--- src/rtl/rgb_to_gray_framer.sv ---
// rgb_to_gray_framer: forwards a 4-byte width/height header, then turns RGB byte triples into gray bytes.
module rgb_to_gray_framer #(
  parameter int DATA_BITS = 8,
  parameter int MAX_WIDTH = 1024
) (
  input  logic                 clk,
  input  logic                 rst,
  input  logic [DATA_BITS-1:0] data_in,
  input  logic                 valid_in,
  output logic                 ready_in,
  output logic [DATA_BITS-1:0] data_out,
  output logic                 valid_out,
  input  logic                 ready_out,
  output logic                 frame_done
);
  typedef enum logic [1:0] {HEADER, PIXEL, DONE} state_t;
  localparam int SW = DATA_BITS + 8;
  state_t                 state;
  logic [1:0]             hdr_idx, chan;
  logic [2*DATA_BITS-1:0] width;
  logic [DATA_BITS-1:0]   height_lo, r, g;
  logic [31:0]            pixel_count, pixel_total, total;
  logic [SW-1:0]          sum;
  logic                   out_last, in_xfer, out_xfer;
  assign ready_in   = (state != DONE) && (!valid_out || ready_out);
  assign in_xfer    = valid_in && ready_in;
  assign out_xfer   = valid_out && ready_out;
  assign frame_done = out_xfer && out_last;
  assign total      = 32'(width) * 32'({data_in, height_lo});
  assign sum        = SW'(77) * SW'(r) + SW'(150) * SW'(g) + SW'(29) * SW'(data_in);
  // out_last travels with the byte in the output register so frame_done lines up with its transfer
  always_ff @(posedge clk or negedge rst) begin
    if (!rst) begin
      state       <= HEADER;
      hdr_idx     <= '0;
      chan        <= '0;
      width       <= '0;
      height_lo   <= '0;
      r           <= '0;
      g           <= '0;
      pixel_count <= '0;
      pixel_total <= '0;
      data_out    <= '0;
      valid_out   <= 1'b0;
      out_last    <= 1'b0;
    end else begin
      if (out_xfer) valid_out <= 1'b0;
      case (state)
        HEADER: if (in_xfer) begin
          data_out  <= data_in;
          valid_out <= 1'b1;
          hdr_idx   <= hdr_idx + 2'd1;
          out_last  <= (hdr_idx == 2'd3) && (total == 32'd0);
          if (hdr_idx == 2'd0) width[DATA_BITS-1:0] <= data_in;
          if (hdr_idx == 2'd1) width[2*DATA_BITS-1:DATA_BITS] <= data_in;
          if (hdr_idx == 2'd2) height_lo <= data_in;
          if (hdr_idx == 2'd3) begin
            pixel_total <= total;
            pixel_count <= '0;
            chan        <= '0;
            state       <= (total == 32'd0) ? HEADER : PIXEL;
          end
        end
        PIXEL: if (in_xfer) begin
          chan <= (chan == 2'd2) ? 2'd0 : chan + 2'd1;
          if (chan == 2'd0) r <= data_in;
          if (chan == 2'd1) g <= data_in;
          if (chan == 2'd2) begin
            data_out    <= sum[SW-1:8];
            valid_out   <= 1'b1;
            pixel_count <= pixel_count + 32'd1;
            out_last    <= (pixel_count + 32'd1 == pixel_total);
            if (pixel_count + 32'd1 == pixel_total) state <= DONE;
          end
        end
        default: if (out_xfer) state <= HEADER;
      endcase
    end
  end
endmodule
--- config.mk ---
export PLATFORM = sky130hd
export DESIGN_NAME = rgb_to_gray_framer
export DESIGN_NICKNAME = d
export VERILOG_FILES = /design/src/rtl/rgb_to_gray_framer.sv
export SDC_FILE = /design/constraint.sdc
export NUM_CORES = 1
export LEC_CHECK = 0
export CORE_MARGIN = 2
export CORE_UTILIZATION = 45
export CTS_CLUSTER_DIAMETER = 120
export DETAILED_ROUTE_END_ITERATION = 12
export PLACE_DENSITY_LB_ADDON = 0.05
export REMOVE_ABC_BUFFERS = 1
export SLEW_MARGIN = 25
export SYNTH_ARGS = -nofsm -noshare
export SYNTH_HDL_FRONTEND = slang
export SYNTH_SLANG_ARGS = --single-unit
--- constraint.sdc ---
create_clock -name clk -period 11.26 [get_ports clk]
set_clock_uncertainty 0.1 [all_clocks]
set_input_delay 2.252 -clock clk [delete_from_list [all_inputs] [get_ports clk]]
set_output_delay 2.252 -clock clk [all_outputs]
set_load 0.05 [all_outputs]
Word level (Yosys, flattened, before mapping)
Cells that the tools add are included.

Input port bits: 12. Output and inout bits: 11. Flip-flop bits (word level): 120.

Add/sub/neg operators: 5. Reductions and logical operators: 24. $mul: 4. Muxes and demuxes: 31. Equal/unequal tests: 13.

Operator list (count): 32-bit 2-to-1 mux (4); 32-bit one-hot mux with 2 select lines (1); 32-bit by 1-bit adder with 32-bit output, second input constant (1); 32-bit equality test (1); 32-bit zero test (1); 16-bit by 16-bit multiplier with 32-bit output (1); 7-bit by 8-bit multiplier with 15-bit output, first input constant (2); 8-bit 2-to-1 mux (3); 2-bit 2-to-1 mux (10); 3-bit AND reduction (6); 15-bit by 16-bit adder with 16-bit output (1); 16-bit by 13-bit adder with 16-bit output (1); 8-bit one-hot mux with 2 select lines (1); 5-bit by 8-bit multiplier with 13-bit output, first input constant (1); 2-bit inequality test, second input constant (6); 1-bit 2-to-1 mux (8); 2-bit one-hot mux with 2 select lines (2); 4-bit AND reduction (2); 2-bit by 1-bit equality test with 1-bit output, second input constant (3); 2-bit equality test, second input constant (3); 2-bit zero test (3); 6-bit AND reduction (1); 1-bit logical AND (5); 5-bit AND reduction (1); other kinds (7) (9).

Longest topological paths before layout
Gate-level depths: netlist (run 1).

Depth after elaboration: 6. Depth in mapped cells: 26. Depth with buffers taken out: 26.

Worst setup path before layout (run 1)
Ideal clock, no wire load.

Kind: input to register. From: in data_in[4]. To: reg out_last. Arrival: 8117 ps. Data required time: 11095 ps. Path slack: 2977 ps. Setup time: 65 ps. Stages: 23. Buffers on the path: 3. Cell sequence: clkbuf_1 -> clkbuf_1 -> nand2_1 -> fa_1 -> inv_1 -> fa_1 -> fa_1 -> fa_1 -> fa_1 -> inv_1 -> fa_1 -> inv_1 -> ha_1 -> buf_2 -> a211oi_1 -> o21ai_0 -> nand3_1 -> mux2_2 -> nand4_1 -> nand4b_1 -> or4_1 -> nor4_2 -> o22a_1.

Cells in the longest elaborated chain, start to end: 5.

Ends and longest elaborated chain: start, declared (line 8) `input logic [DATA_BITS-1:0] data_in,`; 16-bit by 16-bit multiplier with 32-bit output (line 29) `assign total = 32'(width) * 32'({data_in, height_lo});`; 32-bit zero test (line 53) `out_last <= (hdr_idx == 2'd3) && (total == 32'd0);`; 1-bit logical AND (line 53); 1-bit 2-to-1 mux (line 49) `HEADER: if (in_xfer) begin`; 1-bit one-hot mux with 2 select lines (line 48) `case (state)`; end signal, assigned (line 53); end signal, assigned (line 72) `out_last <= (pixel_count + 32'd1 == pixel_total);`; end, declared (line 24) `logic out_last, in_xfer, out_xfer;`.

Every way passes these cells. The select of a mux whose other input is x is not followed. A chain may end at the register's enable or synchronous reset.

Worst setup path in the final report (run 1)
From: in data_in[0]. To: reg out_last.

Same word-level chain as after synthesis.

==> impl_metrics.toml, run 1 <==
[synth]
synth_edf_count = 0
netlist_area_sq_um = 18100
synth_warnings = 0
synth_cell_types = 75
synthFlopType = "dfrtp_1"
netlist_top_cells_area = "fa_1 (28%), dfrtp_1 (17%), ha_1 (13%)"
synth_async_sr_flop_share = 1.00
synthTopCellsByCount = "inv_1 (349), nand2_1 (261), fa_1 (249)"
avgSynthCellArea_sq_um = 9.07
synthCells = 1992
synth-seq-cells = 120
ys_seq_area_frac = 0.166
synth.top_cell.area_share = 0.276
yosysMostFrequentCell = "inv_1"
synth.largest_area_cell = "fa_1"

[timing]
slew_headroom = 0.356
slew_violations = 0
setup_ws_ps = 1950
tightest_slew_ps = 964
hold_violations = 0
fmax_mhz = 107
holdWs_ps = 400
min_period_ps = 9310
period_share = 0.827
rsz0062_at_grt = "false"
fin_tns_setup_ps = 0
setup_violations = 0

[routing]
dr.pass1.iters = 5
wl_um = 47300
wl_per_cell_um = 18.9
vias_per_cell = 5.40
ant_nets = 0
remaining_drc_errors = 0
vias = 13500
drt_first_iter_violations = 722

[status]
status = "finished, final reports clean"

[floorplan]
io_pins = 23
row_count = 73
die_y_um = 204
die_area_sq_um = 41800
coreArea_sq_um = 39700
dieWidth_um = 204
start_util = 0.455

[min_path]
hold_depth = 1
worstHoldPathType = "reg2reg"
min_to = "data_out[4]"
min-delay-start = "data_out[4]"

[layout]
num-nets-final = 2420
area_growth_pct = 7.23
drive_gt1_frac = 0.0597

[critical_path]
crit_type = "in2reg"
r2r-end = "out_last"
crit_required_ps = 11530
worstSetupStartpointType = "input port"
worstPathArrival_ps = 9580
crit_start = "data_in[0]"
end_kind = "flip-flop"
timing.rr.start = "width[6]"
rrSetupSlack_ps = 3890
critPathMaxFanout = 15
r2r_cells = 22

[global_routing]
grt_usage = 0.244
grt_pass1_vias = 14500
grt.overflow.total = 0
antenna_found_initial = 1
grt_max_degree = 70
grt_pass1_wl_um = 78800

[clock_network]
htreeDepth = 4
cts_max_path_buffers = 2
numCtsBuffers = 17
ctsResizeCount = 0
hold_buffers = 0
cts_root_buf = "clkbuf_16"
insertion_delay_ps = 430
cts.clk_slew.worst_paths_ps = 60
cts_setup_buffers = 0
cts_tree = "built"
cts_num_sinks = 120

[job]
cap_violations = 0

[place]
port_buffers = 22
post-place-ws_ps = 1520
hpwl_um = 36900
place.gp.congestion = 0.883
[routing by layer]
metal / part of all wire / track usage / vias up
li1: - / - / 6372
met1: 0.47 / 0.334 / 6912
met2: 0.49 / 0.413 / 199
met3: 0.031 / 0.0254 / 47
met4: 0.016 / 0.0595 / 2
met5: 0.00021 / 0 / -
[critical path: stages]
cell,delay (ps)
clkdlybuf4s50_1,1050
nand2_1,180
fa_1,570
inv_1,60
fa_1,490
inv_1,50
fa_1,530
inv_1,50
fa_1,450
fa_1,500
inv_1,50
fa_1,520
inv_1,70
ha_1,370
and4_1,300
and2_1,190
a22oi_1,360
nand2_1,170
a311oi_1,460
nor3b_1,240
nand4b_1,170
nor4_2,340
o22a_1,150
[worst max path at each step]
stage | endpoint | slack, ps | depth (start not counted)
after global placement | state[0] | 1650 | 23
after CTS | out_last | 1950 | 23
after floorplan | state[0] | 3310 | 21
after global routing | out_last | 1530 | 23
final | out_last | 1950 | 23
after detailed placement | state[0] | 1520 | 23
[final cells by class]
type	instances	area, sq um
repair buffers	35	319
diodes	1	2.50
well taps	525	657
flip-flops and latches	120	3000
clock inverters	13	196
multi-input cells	1443	13500
fillers	3834	20400
inverters	349	1310
clock buffers	18	439
[metrics by stage]
stage / cells / util / instance area, sq um
after floorplan: 1912 / - / 17800
after global placement: 2472 / 0.472 / 18700
after detailed placement: 2472 / 0.472 / 18700
after CTS: 2503 / 0.488 / 19400
after global routing: 2503 / 0.488 / 19400
final: 2504 / 0.488 / 19400
[cells by family after synthesis]
family | Yosys count | synth area share
muxes | 55 | 0.0340
xor gates and xnor gates | 83 | 0.0402
AOI/OAI and AO/OA | 260 | 0.0933
buffers and inverters | 429 | 0.0898
and+or+nand+nor | 603 | 0.167
DFF | 120 | 0.166
adders and majority gates | 442 | 0.409
[state kept, by name, summed over array words and instances, names as in the netlist]
| signal | count |
|---|---|
| out_last | 1 |
| valid_out | 1 |
| r | 8 |
| hdr_idx | 2 |
| state | 2 |
| data_out | 8 |
| g | 8 |
| pixel_count | 32 |
| height_lo | 8 |
| width | 16 |
| chan | 2 |
| pixel_total | 32 |
[layout by cell type (no fill, tap or decap), types with 14 or more instances in the layout]
master,n
nand2_1,261
nor2_1,56
inv_1,349
o21ai_0,89
xor2_1,17
nor3_1,17
and2_1,121
and3_1,22
nand3_1,29
a21oi_1,53
fa_1,249
clkbuf_16,17
dfrtp_1,120
a21o_1,18
nand4_1,17
nor4_1,14
mux2_2,51
ha_1,193
clkdlybuf4s50_1,21
xnor2_1,66
Power of run 1 is not shown: default switching activity piles up to over one toggle a cycle in this logic, so the estimate is an artifact.
==> run 2, diff against run 1 <==
==> constraint.sdc (replaced) <==
create_clock -name clk -period 9.2 [get_ports clk]
set_clock_uncertainty 0.1 [all_clocks]
set_input_delay 1.84 -clock clk [delete_from_list [all_inputs] [get_ports clk]]
set_output_delay 1.84 -clock clk [all_outputs]
set_load 0.05 [all_outputs]
==> run 2 against run 1 <==
  * Clock-buffer cell count unchanged
  * Cell area is 0.68% higher
  * First-iteration DRC count is 7.8% lower
  * Wire length decreased by 3.4%
  * Utilization is 0.33 points higher
  * Die area unchanged
  * Register-to-register slack worse by 2200 ps
  * Largest cell class unchanged
==> impl_metrics.toml, run 2 (synthesis gave the netlist of run 1 again) <==
[status]
status = "finished, final reports clean"

[clock_network]
hold_buffers = 0
cts_root_buf = "clkbuf_16"
cts.clk_slew.worst_paths_ps = 60
numCtsBuffers = 17
cts_setup_buffers = 0
cts_max_path_buffers = 2
cts_tree = "built"
htreeDepth = 4
cts_num_sinks = 120
ctsResizeCount = 0
insertion_delay_ps = 450

[floorplan]
io_pins = 23
dieWidth_um = 204
die_y_um = 204
coreArea_sq_um = 39700
row_count = 73
die_area_sq_um = 41800
start_util = 0.455

[timing]
rsz0062_at_grt = "false"
slew_violations = 0
setup_violations = 0
fin_tns_setup_ps = 0
holdWs_ps = 404
hold_violations = 0
fmax_mhz = 116
tightest_slew_ps = 968
period_share = 0.934
min_period_ps = 8590
slew_headroom = 0.349

[min_path]
worstHoldPathType = "reg2reg"
min-delay-start = "pixel_count[31]"

[layout]
num-nets-final = 2434
drive_gt1_frac = 0.0663
final_common_cell = "inv_1"
biggestRegsByFlops = "pixel_count x32, pixel_total x32, width x16"
diodes = 0
final_cell_mix = "inv_1 (349), nand2_1 (261), fa_1 (249)"
area_growth_pct = 7.95

[critical_path]
end_kind = "flip-flop"
timing.rr.start = "width[6]"
crit_type = "in2reg"
crit_path_frequent_cell = "fa_1"
crit_slowest_cell = "o311ai_0"
cp_top_family = "adder cells"
crit_buf_inv = 5
worstPathArrival_ps = 8820
worstSetupStartpointType = "input port"
critPathMaxFanout = 7
crit_start = "data_in[0]"
path_cells = "clkdlybuf4s50_1 -> buf_4 -> nand2_1 -> fa_1 -> inv_1 -> fa_1 -> fa_1 -> fa_1 -> fa_1 -> inv_1 -> fa_1 -> inv_1 -> ha_1 -> o211ai_1 -> a211oi_1 -> o22ai_1 -> o21ai_0 -> nand2_1 -> o311ai_0 -> nand3b_1 -> nor4_2 -> o22a_1"
crit_required_ps = 9430
cpPeakStageDelay_ps = 840

[routing]
vias = 13600
wl_um = 45700
drt_first_iter_violations = 666
vias_per_cell = 5.39
remaining_drc_errors = 0
ant_nets = 0
wl_per_cell_um = 18.2
dr.pass1.iters = 5

[global_routing]
antenna_found_initial = 3
grt_pass1_wl_um = 76900
grt_pass1_vias = 14000
grt_max_degree = 70
grt_usage = 0.236
grt.overflow.total = 0

[place]
port_buffers = 22
place.gp.congestion = 0.881
hpwl_um = 36300

[job]
cap_violations = 0
==> run 2: cell types whose count changed in the layout (fill, tap and decap cells not counted) <==
cell        change
buf_12          +1
buf_4          +14
buf_6           -1
bufinv_16       +1
clkinv_2        +1
clkinv_4        +1
clkinvlp_4      -4
diode_2         -1
inv_6           +2
inv_8           -1
==> run 2: per-layer routing <==
| metal | vias to the layer above | wire (um) | track usage |
|---|---|---|---|
| li1 | 6394 | - | - |
| met2 | 215 | 21300 | 0.379 |
| met1 | 6887 | 22000 | 0.337 |
| met4 | 6 | 815 | 0.0580 |
| met5 | - | 39 | 0 |
| met3 | 54 | 1500 | 0.0322 |
==> run 2: cell type report <==
class / instances / area, sq um
clock buffers: 18 / 439
flip-flops and latches: 120 / 3000
repair buffers: 49 / 433
fillers: 3874 / 20200
well taps: 525 / 657
multi-input cells: 1443 / 13500
inverters: 349 / 1310
clock inverters: 13 / 216
==> run 2: stage by stage <==
step                 util  setup WS, ps  std cells  instance area, sq um
global route        0.491           192       2517                 19500
floorplan               -          1660       1912                 17800
CTS                 0.491           657       2517                 19500
global placement    0.475           271       2486                 18900
detailed placement  0.475           266       2486                 18900
finish              0.491           611       2517                 19500
==> run 2: path summary, 6_finish.rpt <==
kind | slack (ps) | to | cells after the start
hold reg to reg | 400 | pixel_count[31] | 1
max in group asynchronous | 6220 | height_lo[4] | 2
hold / removal | 400 | pixel_count[31] | 1
setup / recovery | 610 | out_last | 22
min in group asynchronous | 1410 | pixel_count[22] | 1
setup reg to reg | 1670 | out_last | 22
Power of run 2 is left out for the same reason.
